## config.mk

```make
export PLATFORM = sky130hd
export DESIGN_NAME = core_uart_frame_rx
export DESIGN_NICKNAME = d
export VERILOG_FILES = /design/src/rtl/core_uart_frame_rx.sv
export SDC_FILE = /design/constraint.sdc
export NUM_CORES = 1
export LEC_CHECK = 0
export BUFFER_PORTS_ARGS = -buffer_cell sky130_fd_sc_hd__buf_2
export CORE_AREA = 2 2 152 169
export DETAILED_ROUTE_END_ITERATION = 6
export DIE_AREA = 0 0 154 171
export PLACE_DENSITY = 0.61
export SLEW_MARGIN = 20
export SYNTH_ARGS = -nofsm -noshare
export SYNTH_HDL_FRONTEND = slang
export SYNTH_SLANG_ARGS = --single-unit
```

## constraint.sdc

```tcl
create_clock -name CLK -period 3.2 [get_ports CLK]
set_input_delay 0.8 -clock CLK [delete_from_list [all_inputs] [get_ports CLK]]
set_output_delay 0.8 -clock CLK [all_outputs]
set_load 0.05 [all_outputs]
```

## src/rtl/core_uart_frame_rx.sv

```systemverilog
`default_nettype none
//------------------------------------------------------------------------------
// core_uart_frame_rx : SOF/LEN/payload/CHK frame receiver behind CoreUART.
// Optional inter-byte timeout: define CORE_UART_FRAME_TIMEOUT_EN.  Rev 1.0
//------------------------------------------------------------------------------
module core_uart_frame_rx #(
  parameter int         MAX_LEN     = 16,
  parameter logic [7:0] SOF_BYTE    = 8'hA5,
  parameter int         TIMEOUT_CYC = 1000
) (
  input  logic        CLK,
  input  logic        RESET_N,
  input  logic        uart_rxrdy,
  input  logic [7:0]  uart_data,
  input  logic        uart_parity_err,
  input  logic        uart_framing_err,
  input  logic        uart_overflow,
  output logic        uart_csn,
  output logic        uart_oen,
  output logic [7:0]  pl_data,
  output logic        pl_valid,
  input  logic        pl_ready,
  output logic        pl_last,
  output logic        frame_ok,
  output logic        frame_err,
  output logic [2:0]  err_code,
  output logic [15:0] good_cnt,
  output logic [7:0]  err_cnt
);

  localparam int         IW        = (MAX_LEN > 1) ? $clog2(MAX_LEN) : 1;
  localparam int         DEPTH     = 1 << IW;
  localparam logic [7:0] c_max_len = 8'(MAX_LEN);

  localparam logic [1:0] RD_IDLE = 2'd0;
  localparam logic [1:0] RD_STB  = 2'd1;
  localparam logic [1:0] RD_LOW  = 2'd2;

  localparam logic [2:0] P_HUNT  = 3'd0;
  localparam logic [2:0] P_LEN   = 3'd1;
  localparam logic [2:0] P_PAY   = 3'd2;
  localparam logic [2:0] P_CHK   = 3'd3;
  localparam logic [2:0] P_DRAIN = 3'd4;

  logic [1:0]  r_rd_state, w_rd_next;
  logic [2:0]  r_ps, w_ps_next;
  logic        r_byte_vld, r_perr, r_ferr;
  logic [7:0]  r_byte;
  logic [7:0]  r_len, r_sum, r_idx, r_rd_idx;
  logic [7:0]  r_buf [DEPTH];
  logic        r_pl_valid, r_pl_last, r_frame_ok, r_frame_err;
  logic [7:0]  r_pl_data, r_err_cnt;
  logic [2:0]  r_err_code;
  logic [15:0] r_good_cnt;
  logic        w_line_err, w_in_frame, w_abort, w_ok, w_timeout;
  logic [2:0]  w_code;
  logic [7:0]  w_chk_sum, w_len_m1, w_rd_inc;

  assign w_line_err = r_perr | r_ferr;
  assign w_in_frame = (r_ps == P_LEN) || (r_ps == P_PAY) || (r_ps == P_CHK);
  assign w_chk_sum  = r_sum + r_byte;
  assign w_len_m1   = r_len - 8'd1;
  assign w_rd_inc   = r_rd_idx + 8'd1;

  // Read FSM: one CSN/OEN strobe per RXRDY assertion, blocked while draining
  always_ff @(posedge CLK or negedge RESET_N) begin
    if (!RESET_N) r_rd_state <= RD_IDLE;
    else          r_rd_state <= w_rd_next;
  end

  always_comb begin
    w_rd_next = r_rd_state;
    case (r_rd_state)
      RD_IDLE: if (uart_rxrdy && (r_ps != P_DRAIN)) w_rd_next = RD_STB;
      RD_STB:  w_rd_next = RD_LOW;
      RD_LOW:  if (!uart_rxrdy) w_rd_next = RD_IDLE;
      default: w_rd_next = RD_IDLE;
    endcase
  end

  always_comb begin
    uart_csn = 1'b1;
    uart_oen = 1'b1;
    if (r_rd_state == RD_STB) begin
      uart_csn = 1'b0;
      uart_oen = 1'b0;
    end
  end

  always_ff @(posedge CLK or negedge RESET_N) begin
    if (!RESET_N) begin
      r_byte_vld <= 1'b0;
      r_byte     <= 8'd0;
      r_perr     <= 1'b0;
      r_ferr     <= 1'b0;
    end else begin
      r_byte_vld <= (r_rd_state == RD_STB);
      if (r_rd_state == RD_STB) begin
        r_byte <= uart_data;
        r_perr <= uart_parity_err;
        r_ferr <= uart_framing_err;
      end
    end
  end

`ifdef CORE_UART_FRAME_TIMEOUT_EN
  logic [15:0] r_to_cnt;
  always_ff @(posedge CLK or negedge RESET_N) begin
    if (!RESET_N)                       r_to_cnt <= 16'd0;
    else if (r_byte_vld || !w_in_frame) r_to_cnt <= 16'd0;
    else                                r_to_cnt <= r_to_cnt + 16'd1;
  end
  assign w_timeout = w_in_frame && (r_to_cnt >= 16'(TIMEOUT_CYC));
`else
  logic w_unused_timeout;
  assign w_unused_timeout = (TIMEOUT_CYC != 0);
  assign w_timeout        = 1'b0;
`endif

  // Parser FSM
  always_ff @(posedge CLK or negedge RESET_N) begin
    if (!RESET_N) r_ps <= P_HUNT;
    else          r_ps <= w_ps_next;
  end

  always_comb begin
    w_ps_next = r_ps;
    case (r_ps)
      P_HUNT:  if (r_byte_vld && !w_line_err && (r_byte == SOF_BYTE)) w_ps_next = P_LEN;
      P_LEN:   if (w_abort) w_ps_next = P_HUNT;
               else if (r_byte_vld) w_ps_next = P_PAY;
      P_PAY:   if (w_abort) w_ps_next = P_HUNT;
               else if (r_byte_vld && (r_idx == w_len_m1)) w_ps_next = P_CHK;
      P_CHK:   if (w_abort) w_ps_next = P_HUNT;
               else if (w_ok) w_ps_next = P_DRAIN;
      P_DRAIN: if (r_pl_valid && pl_ready && r_pl_last) w_ps_next = P_HUNT;
      default: w_ps_next = P_HUNT;
    endcase
  end

  // Abort priority: overflow, line error, LEN/CHK check, timeout
  always_comb begin
    w_abort = 1'b0;
    w_ok    = 1'b0;
    w_code  = 3'd0;
    if (w_in_frame && uart_overflow) begin
      w_abort = 1'b1;
      w_code  = 3'd4;
    end else if (w_in_frame && r_byte_vld && w_line_err) begin
      w_abort = 1'b1;
      w_code  = 3'd1;
    end else if ((r_ps == P_LEN) && r_byte_vld &&
                 ((r_byte == 8'd0) || (r_byte > c_max_len))) begin
      w_abort = 1'b1;
      w_code  = 3'd2;
    end else if ((r_ps == P_CHK) && r_byte_vld) begin
      if (w_chk_sum == 8'h00) begin
        w_ok = 1'b1;
      end else begin
        w_abort = 1'b1;
        w_code  = 3'd3;
      end
    end else if (w_timeout && !r_byte_vld) begin
      w_abort = 1'b1;
      w_code  = 3'd5;
    end
  end

  always_ff @(posedge CLK) begin
    if ((r_ps == P_PAY) && r_byte_vld && !w_abort) r_buf[r_idx[IW-1:0]] <= r_byte;
  end

  always_ff @(posedge CLK or negedge RESET_N) begin
    if (!RESET_N) begin
      r_len       <= 8'd0;
      r_sum       <= 8'd0;
      r_idx       <= 8'd0;
      r_rd_idx    <= 8'd0;
      r_pl_valid  <= 1'b0;
      r_pl_last   <= 1'b0;
      r_pl_data   <= 8'd0;
      r_frame_ok  <= 1'b0;
      r_frame_err <= 1'b0;
      r_err_code  <= 3'd0;
      r_err_cnt   <= 8'd0;
      r_good_cnt  <= 16'd0;
    end else begin
      r_frame_ok  <= w_ok;
      r_frame_err <= w_abort;
      if (w_abort) begin
        r_err_code <= w_code;
        if (r_err_cnt != 8'hFF) r_err_cnt <= r_err_cnt + 8'd1;
      end
      if (w_ok && (r_good_cnt != 16'hFFFF)) r_good_cnt <= r_good_cnt + 16'd1;
      if (r_byte_vld && !w_abort) begin
        if (r_ps == P_LEN) begin
          r_len <= r_byte;
          r_sum <= r_byte;
          r_idx <= 8'd0;
        end else if (r_ps == P_PAY) begin
          r_idx <= r_idx + 8'd1;
          r_sum <= w_chk_sum;
        end
      end
      if (w_ok) r_rd_idx <= 8'd0;
      // Output register loads on entry to DRAIN, then advances per handshake
      if (r_ps == P_DRAIN) begin
        if (!r_pl_valid) begin
          r_pl_valid <= 1'b1;
          r_pl_data  <= r_buf[r_rd_idx[IW-1:0]];
          r_pl_last  <= (r_rd_idx == w_len_m1);
        end else if (pl_ready) begin
          if (r_pl_last) begin
            r_pl_valid <= 1'b0;
            r_pl_last  <= 1'b0;
          end else begin
            r_rd_idx  <= w_rd_inc;
            r_pl_data <= r_buf[w_rd_inc[IW-1:0]];
            r_pl_last <= (w_rd_inc == w_len_m1);
          end
        end
      end
    end
  end

  assign pl_data   = r_pl_data;
  assign pl_valid  = r_pl_valid;
  assign pl_last   = r_pl_last;
  assign frame_ok  = r_frame_ok;
  assign frame_err = r_frame_err;
  assign err_code  = r_err_code;
  assign good_cnt  = r_good_cnt;
  assign err_cnt   = r_err_cnt;

endmodule
`default_nettype wire

```

==> results of run 1 <==
## repair_timing
item | CTS | global route
setup endpoints to repair | 0 | 2
gates resized for setup | 0 | 1
hold buffers | 0 | 0
buffers inserted | 0 | 0
## cell usage in the layout (no fill, tap or decap), types with 4 or more instances in the layout
cell type / instances
nor3b_1: 4
dfrtp_1: 86
ha_1: 14
nand2b_1: 7
nor4_1: 4
buf_2: 54
nand4_1: 13
nor2_1: 49
o22ai_1: 9
o21ai_0: 16
and2_1: 19
clkbuf_8: 4
nand2_1: 64
edfxtp_1: 128
nor3_1: 10
clkbuf_16: 24
o211ai_1: 4
a21oi_1: 34
xnor2_1: 36
mux2i_1: 39
a211oi_1: 7
buf_4: 33
and3_1: 15
o221ai_1: 10
clkbuf_1: 10
inv_1: 14
a31oi_1: 8
nor2b_1: 9
xor2_1: 20
nand3_1: 28
mux2_2: 8
a221oi_1: 6
mux4_2: 55
## path summary, 6_finish.rpt
check                                               start  slack (ns)  cells past startpoint                        end
worst max register to register      r_byte[0]$_DFFE_PN0P_        0.15                      9   good_cnt[12]$_DFFE_PN0P_
worst max-delay path                r_byte[0]$_DFFE_PN0P_        0.15                      9   good_cnt[12]$_DFFE_PN0P_
max in group asynchronous                         RESET_N        2.16                      2    good_cnt[6]$_DFFE_PN0P_
worst min register to register  r_rd_state[1]$_DFFE_PN0P_        0.46                      1  r_rd_state[0]$_DFFE_PN0P_
worst min-delay path                              RESET_N        0.34                      1      r_rd_idx[7]$_DFF_PN0_
min in group CLK                r_rd_state[1]$_DFFE_PN0P_        0.46                      1  r_rd_state[0]$_DFFE_PN0P_
## through the flow
step	instance area, sq um	utilization	total power (W)
after global routing	12400	0.500	0.0111
after floorplan	10900	-	0.00676
after global placement	11700	0.470	0.00786
after detailed placement	11700	0.470	0.00791
after CTS	12400	0.500	0.0106
final	12400	0.500	0.0105
## power by group through the flow
| stage | Clock (W) | Sequential [W] | Combinational [W] |
|---|---|---|---|
| after floorplan | 0 | 0.00391 | 0.00285 |
| after global placement | 0 | 0.00363 | 0.00423 |
| after detailed placement | 0 | 0.00364 | 0.00427 |
| after CTS | 0.00270 | 0.00358 | 0.00429 |
| after global routing | 0.00281 | 0.00361 | 0.00464 |
| final | 0.00263 | 0.00358 | 0.00425 |
## cell families after synthesis
family,count (synthesis)
fa+ha+maj,16
flops,215
xor+xnor,57
buf+inv,58
mux,103
simple gates,246
compound gates,126
## layer usage
layer  GRT usage  wire [um]  up-vias
li1            -          -     3294
met1       0.254      10700     3482
met2       0.323      12100      156
met3      0.0274       1100       26
met4      0.0447        365        0
met5           0          0        -
## area by class of cell
cell class | count | area (sq um) | area share
repair buffers | 88 | 538 | 0.0433
well taps | 315 | 394 | 0.0317
multi-input cells | 548 | 4650 | 0.374
flip-flops and latches | 215 | 6020 | 0.485
clock buffers | 38 | 693 | 0.0558
inverters | 15 | 56.3 | 0.00454
clock inverters | 5 | 62.6 | 0.00504
## flip-flops by register name, indices dropped and copies added (netlist names), 2 cells and up
name and flops:
r_buf 128, good_cnt 16, err_cnt 8, pl_data 8
r_byte 8, r_idx 8, r_len 8, r_rd_idx 8
r_sum 8, err_code 3, r_ps 3, r_rd_state 2
==> reports/metrics.csv, run 1 <==
stage,metric,value,unit
synth,post_synth_most_frequent_cells,"edfxtp_1 (128), dfrtp_1 (87), nand2_1 (64)",
clocking,htreeDepth,1,
synth,synth_compound_area_frac,0.0803,
synth,yosys.area.top_type,edfxtp_1,
synth,syn_nets,852,
synth,synthMuxAreaShare,0.159,
floorplan,start_util,0.440,
power_and_ir_drop,ir_worst_vdd,0.513,mV
place,dp_hpwl,17500,um
synth,ys_types,80,
floorplan,dieWidth,154,um
detailed_routing,post_drt_via_cell_ratio,5.68,
detailed_routing,drc,0,
floorplan,dieArea,26300,sq um
power_and_ir_drop,p_leak,4.82,nW
synth,synth-simple-area-share,0.120,
timing,fin_crit,3.05,ns
detailed_routing,routedWlPerCell,19.9,um
timing,relSlewSlack,0.510,
finish,drive_above_1_share,0.229,
place,dp.cells,1181,
min_path,hp-class,input port to async pin,
timing,clock_skew,0.0173,ns
place,pre_cts_ws,0.0937,ns
floorplan,die-height,171,um
grt,grt_pass1_wl,39000,um
clocking,clockBufferDepth,3,
power_and_ir_drop,internal-power,0.00678,W
setup_path,slowest_delay,0.43,ns
timing,finalSetupViolations,0,
place,gp_congestion,0.844,
floorplan,core-area,24800,sq um
floorplan,rows,61,
synth,yosys.area.top_type_share,0.352,
finish,fin_cells,1224,
finish,n_fill_cell,2120,
clocking,clkSinkCount,215,
grt,grt_max_degree,85,
synth,synth-seq-cells,215,
power_and_ir_drop,power_frac_seq,0.342,
timing,fin_crit_sh,0.954,
setup_path,cp_top_family,simple AND/OR/NAND/NOR gates,
finish,syn2layout_area_growth,13.7,%
detailed_routing,wirelength,24300,um
detailed_routing,dr.first_iter.drc_count,460,
synth,ys_warn_count,0,
synth,synthCells,821,
setup_path,crit_top_cell,or3_4,
finish,layout.nets,923,
setup_path,critical_path_class,register to register,
place,io_buffer_count,55,
clocking,clk_latency,0.52,ns
grt,gr-total-overflow,0,
synth,synth-edff-count,128,
setup_path,crit_fanout,6,
setup_path,required,3.59,ns
timing,fmax,328,MHz
clocking,numCtsBuffers,24,
synth,synthArstFlopShare,0.405,
detailed_routing,drtAntennaViolNets,0,
timing,hold_slack,0.335,ns
finish,n_antenna_cell,0,
timing,hold_viol,0,
synth,synth.most_common_cell,edfxtp_1,
power_and_ir_drop,switchingPower,0.00368,W
detailed_routing,drtPass1Iterations,5,
timing,slew_violations,0,
timing,tightestPinTransition,0.735,ns
power_and_ir_drop,power_frac_comb,0.406,
clocking,cts_root_buffer,clkbuf_16,
power_and_ir_drop,p_clk_frac,0.252,
setup_path,crit_buf_inv,0,
setup_path,arrival,3.44,ns
synth,synth-xor-area-share,0.0464,
clocking,cts_tree,built,
status,status,completed,
synth,synthTopCellsByArea,"edfxtp_1 (35%), dfrtp_1 (20%), mux4_2 (11%)",
grt,grtUsageTotal,0.188,
synth,netlist_area,10900,sq um
setup_path,critPathCaptureType,register,
detailed_routing,vias,6958,
synth,synth-seq-area-share,0.551,
setup_path,crit_chain,ha_1 -> fa_1 -> xor2_1 -> or3_1 -> a221oi_4 -> nand3b_4 -> or3_4 -> or3_4 -> xnor2_2,
timing,finalSetupTns,0,ns
flow_run,drv_cap,0,
grt,antenna_found_initial,0,
setup_path,worstSetupStartpointType,register,
clocking,clk_transition_reported_paths,0.06,ns
synth,yosys_most_used_dff,edfxtp_1,
timing,grt_setup_unrepaired,false,
synth,synth_top_family_by_area,multiplexers,
floorplan,io_pins,56,
grt,grt_pass1_vias,7016,
setup_path,crit_slowest_cell,fa_1,
power_and_ir_drop,power_density,843,nW/um^2
synth,synth.avg_cell_area,13.3,sq um
power_and_ir_drop,switching_share,0.352,
timing,setup_ws,0.149,ns
synth,synth_fa_ha_area_frac,0.0190,
No activity file was read; power rests on OpenSTA's default activity.
==> inputs of run 2 (changes only) <==
--- a/config.mk
+++ b/config.mk
@@ -6,11 +6,11 @@
 export NUM_CORES = 1
 export LEC_CHECK = 0
 export BUFFER_PORTS_ARGS = -buffer_cell sky130_fd_sc_hd__buf_2
-export CORE_AREA = 2 2 152 169
+export CORE_AREA = 2 2 137 152
 export DETAILED_ROUTE_END_ITERATION = 6
-export DIE_AREA = 0 0 154 171
-export PLACE_DENSITY = 0.61
-export SLEW_MARGIN = 20
+export DIE_AREA = 0 0 139 154
+export PLACE_DENSITY = 0.74
+export SLEW_MARGIN = 10
 export SYNTH_ARGS = -nofsm -noshare
 export SYNTH_HDL_FRONTEND = slang
 export SYNTH_SLANG_ARGS = --single-unit
==> run 2 against run 1 <==
Largest cell class unchanged. Via count rose by 4.3%. Combinational power about the same. Clock skew barely moved. Utilization is 12 points higher. Critical endpoint unchanged. Clock power about the same. Die area down 19%. Critical path type unchanged. Count of clock-buffer cells in the layout is 11 lower. Sequential share of layout area up 0.32 points. Register-to-register slack about the same. Non-clock buffer count is 1 lower.
==> reports/metrics.csv, run 2 (same netlist as run 1, synthesis figures left out) <==
stage,metric,value,unit,change
timing,fin_crit,3.06,ns,was 3.05 ns
detailed_routing,drc,0,,unchanged
clocking,post_cts_buffers,0,,unchanged
timing,finalSetupViolations,0,,unchanged
finish,most-common-layout-cells,"edfxtp_1 (128), dfrtp_1 (86), nand2_1 (64), mux4_2 (55), buf_2 (54)",,unchanged
grt,grt_pass1_vias,7186,,was 7016
setup_path,required,3.59,ns,about the same
grt,grtUsageTotal,0.232,,was 0.188
finish,final_core_util,0.625,,was 0.500
clocking,numCtsBuffers,23,,was 24
floorplan,rows,54,,was 61
floorplan,io_pins,56,,unchanged
detailed_routing,vias,7257,,was 6958
timing,hold_viol,0,,unchanged
floorplan,start_util,0.553,,was 0.440
power_and_ir_drop,power_frac_seq,0.344,,was 0.342
timing,relSlewSlack,0.494,,was 0.510
power_and_ir_drop,p_leak,4.81,nW,was 4.82 nW
clocking,clk_latency,0.52,ns,about the same
detailed_routing,routedWlPerCell,21.2,um,was 19.9 um
clocking,clk_transition_reported_paths,0.06,ns,about the same
detailed_routing,drtAntennaViolNets,0,,unchanged
place,dp_hpwl,16400,um,was 17500 um
min_path,hp-class,input port to async pin,,unchanged
power_and_ir_drop,switching_share,0.353,,was 0.352
power_and_ir_drop,power,0.0105,W,unchanged
finish,n_antenna_cell,0,,unchanged
floorplan,die-height,154,um,was 171 um
grt,grt_pass1_wl,39300,um,was 39000 um
power_and_ir_drop,switchingPower,0.00369,W,was 0.00368 W
power_and_ir_drop,internal-power,0.00677,W,was 0.00678 W
power_and_ir_drop,power_density,848,nW/um^2,was 843 nW/um^2
detailed_routing,post_drt_via_cell_ratio,6.27,,was 5.68
finish,final_common_cell,edfxtp_1,,unchanged
clocking,cts_hold_buf,0,,unchanged
setup_path,crit_fanout,6,,unchanged
timing,tightestPinTransition,0.759,ns,was 0.735 ns
grt,grt_max_degree,85,,unchanged
finish,n_fill_cell,1500,,was 2120
place,gp_congestion,0.907,,was 0.844
timing,fmax,327,MHz,was 328 MHz
setup_path,critical_path_class,register to register,,unchanged
finish,drive_above_1_share,0.231,,was 0.229
floorplan,core-area,19700,sq um,was 24800 sq um
timing,finalSetupTns,0,ns,unchanged
timing,clock_skew,0.0172,ns,was 0.0173 ns
clocking,clockBufferDepth,3,,unchanged
grt,gr-total-overflow,0,,unchanged
finish,largest_reg_flops,128,,unchanged
power_and_ir_drop,ir_worst_vdd,0.611,mV,was 0.513 mV
setup_path,critPathCaptureType,register,,unchanged
clocking,htreeDepth,1,,unchanged
detailed_routing,drtPass1Iterations,5,,unchanged
detailed_routing,dr.first_iter.drc_count,502,,was 460
setup_path,arrival,3.45,ns,was 3.44 ns
power_and_ir_drop,power_frac_comb,0.403,,was 0.406
flow_run,drv_cap,0,,unchanged
finish,fin_area,12300,sq um,was 12400 sq um
finish,layout.nets,921,,was 923
place,post_dp_cell_area,11600,sq um,was 11700 sq um
status,status,completed,,unchanged
detailed_routing,wirelength,24600,um,was 24300 um
floorplan,dieWidth,139,um,was 154 um
timing,fin_crit_sh,0.957,,was 0.954
clocking,cts_tree,built,,unchanged
clocking,cts_root_buffer,clkbuf_16,,unchanged
setup_path,r2r_slack,0.14,ns,was 0.15 ns
finish,syn2layout_area_growth,12.9,%,was 13.7%
timing,slew_violations,0,,unchanged
place,io_buffer_count,55,,unchanged
clocking,clkSinkCount,215,,unchanged
timing,grt_setup_unrepaired,false,,unchanged
power_and_ir_drop,p_clk_frac,0.253,,was 0.252
floorplan,dieArea,21400,sq um,was 26300 sq um
setup_path,worstSetupStartpointType,register,,unchanged
grt,antenna_found_initial,0,,unchanged
[run 2: cell types whose count changed in the layout (fill, tap and decap cells not counted), moves of 2 or more]
cell,delta
clkbuf_1,-6
clkbuf_8,-4
clkinv_4,+3
buf_4,-2
bufinv_16,+2
clkinv_1,+2
[run 2: final timing paths]
path / start / endpoint / cells after the start
max: r_byte[0]$_DFFE_PN0P_ / good_cnt[12]$_DFFE_PN0P_ / 9
min: RESET_N / pl_data[5]$_DFFE_PN0P_ / 1
max reg2reg: r_byte[0]$_DFFE_PN0P_ / good_cnt[12]$_DFFE_PN0P_ / 9
min reg2reg: r_rd_state[0]$_DFFE_PN0P_ / r_rd_state[0]$_DFFE_PN0P_ / 1
max in group asynchronous: RESET_N / r_perr$_DFFE_PN0P_ / 2
min in group CLK: r_rd_state[0]$_DFFE_PN0P_ / r_rd_state[0]$_DFFE_PN0P_ / 1
[run 2: what timing repair did]
item | CTS | global route
setup endpoints to repair | 0 | 1
resized for setup | 0 | 1
hold endpoints to repair | 0 | 0
[run 2: final cells by class]
type                            instances  area (sq um)  share of cell area
Tap cell                              252           315              0.0256
Clock inverter                         14           159              0.0129
Inverter                               15          56.3             0.00457
Timing Repair Buffer                   87           543              0.0440
Clock buffer                           27           591              0.0479
Multi-Input combinational cell        548          4640               0.377
Sequential cell                       215          6020               0.488
[run 2: through the flow]
| step | instances | hold WS (ns) | setup slack (ns) |
|---|---|---|---|
| 2_1_floorplan | 821 | 0.426 | 0.0737 |
| 3_3_place_gp | 1117 | 0.443 | 0.163 |
| 3_5_place_dp | 1117 | 0.449 | 0.137 |
| 4_1_cts | 1158 | 0.286 | 0.0964 |
| 5_1_grt | 1158 | 0.310 | 0.0459 |
| 6_report | 1158 | 0.263 | 0.139 |
[run 2: power by group through the flow]
| stage | registers [W] | clock network, W | logic (W) |
|---|---|---|---|
| 6_report | 0.00360 | 0.00265 | 0.00422 |
| 5_1_grt | 0.00364 | 0.00279 | 0.00454 |
| 4_1_cts | 0.00360 | 0.00268 | 0.00423 |
| 3_5_place_dp | 0.00366 | 0 | 0.00419 |
| 3_3_place_gp | 0.00365 | 0 | 0.00415 |
| 2_1_floorplan | 0.00391 | 0 | 0.00285 |
[run 2: per-layer routing]
| layer | routed length [um] | GRT usage |
|---|---|---|
| met1 | 10100 | 0.310 |
| met2 | 12200 | 0.392 |
| met3 | 1680 | 0.0414 |
| met4 | 606 | 0.0688 |
| met5 | 0 | 0 |
[run 2: worst max-delay path: stages (launching register included)]
cell and delay (ns):
dfrtp_1 0.39, ha_1 0.25, fa_2 0.37, a211oi_2 0.29, o21ai_1 0.18, a221oi_4 0.31, nand3b_4 0.14, or3_4 0.46
or3_4 0.41, xnor2_2 0.13
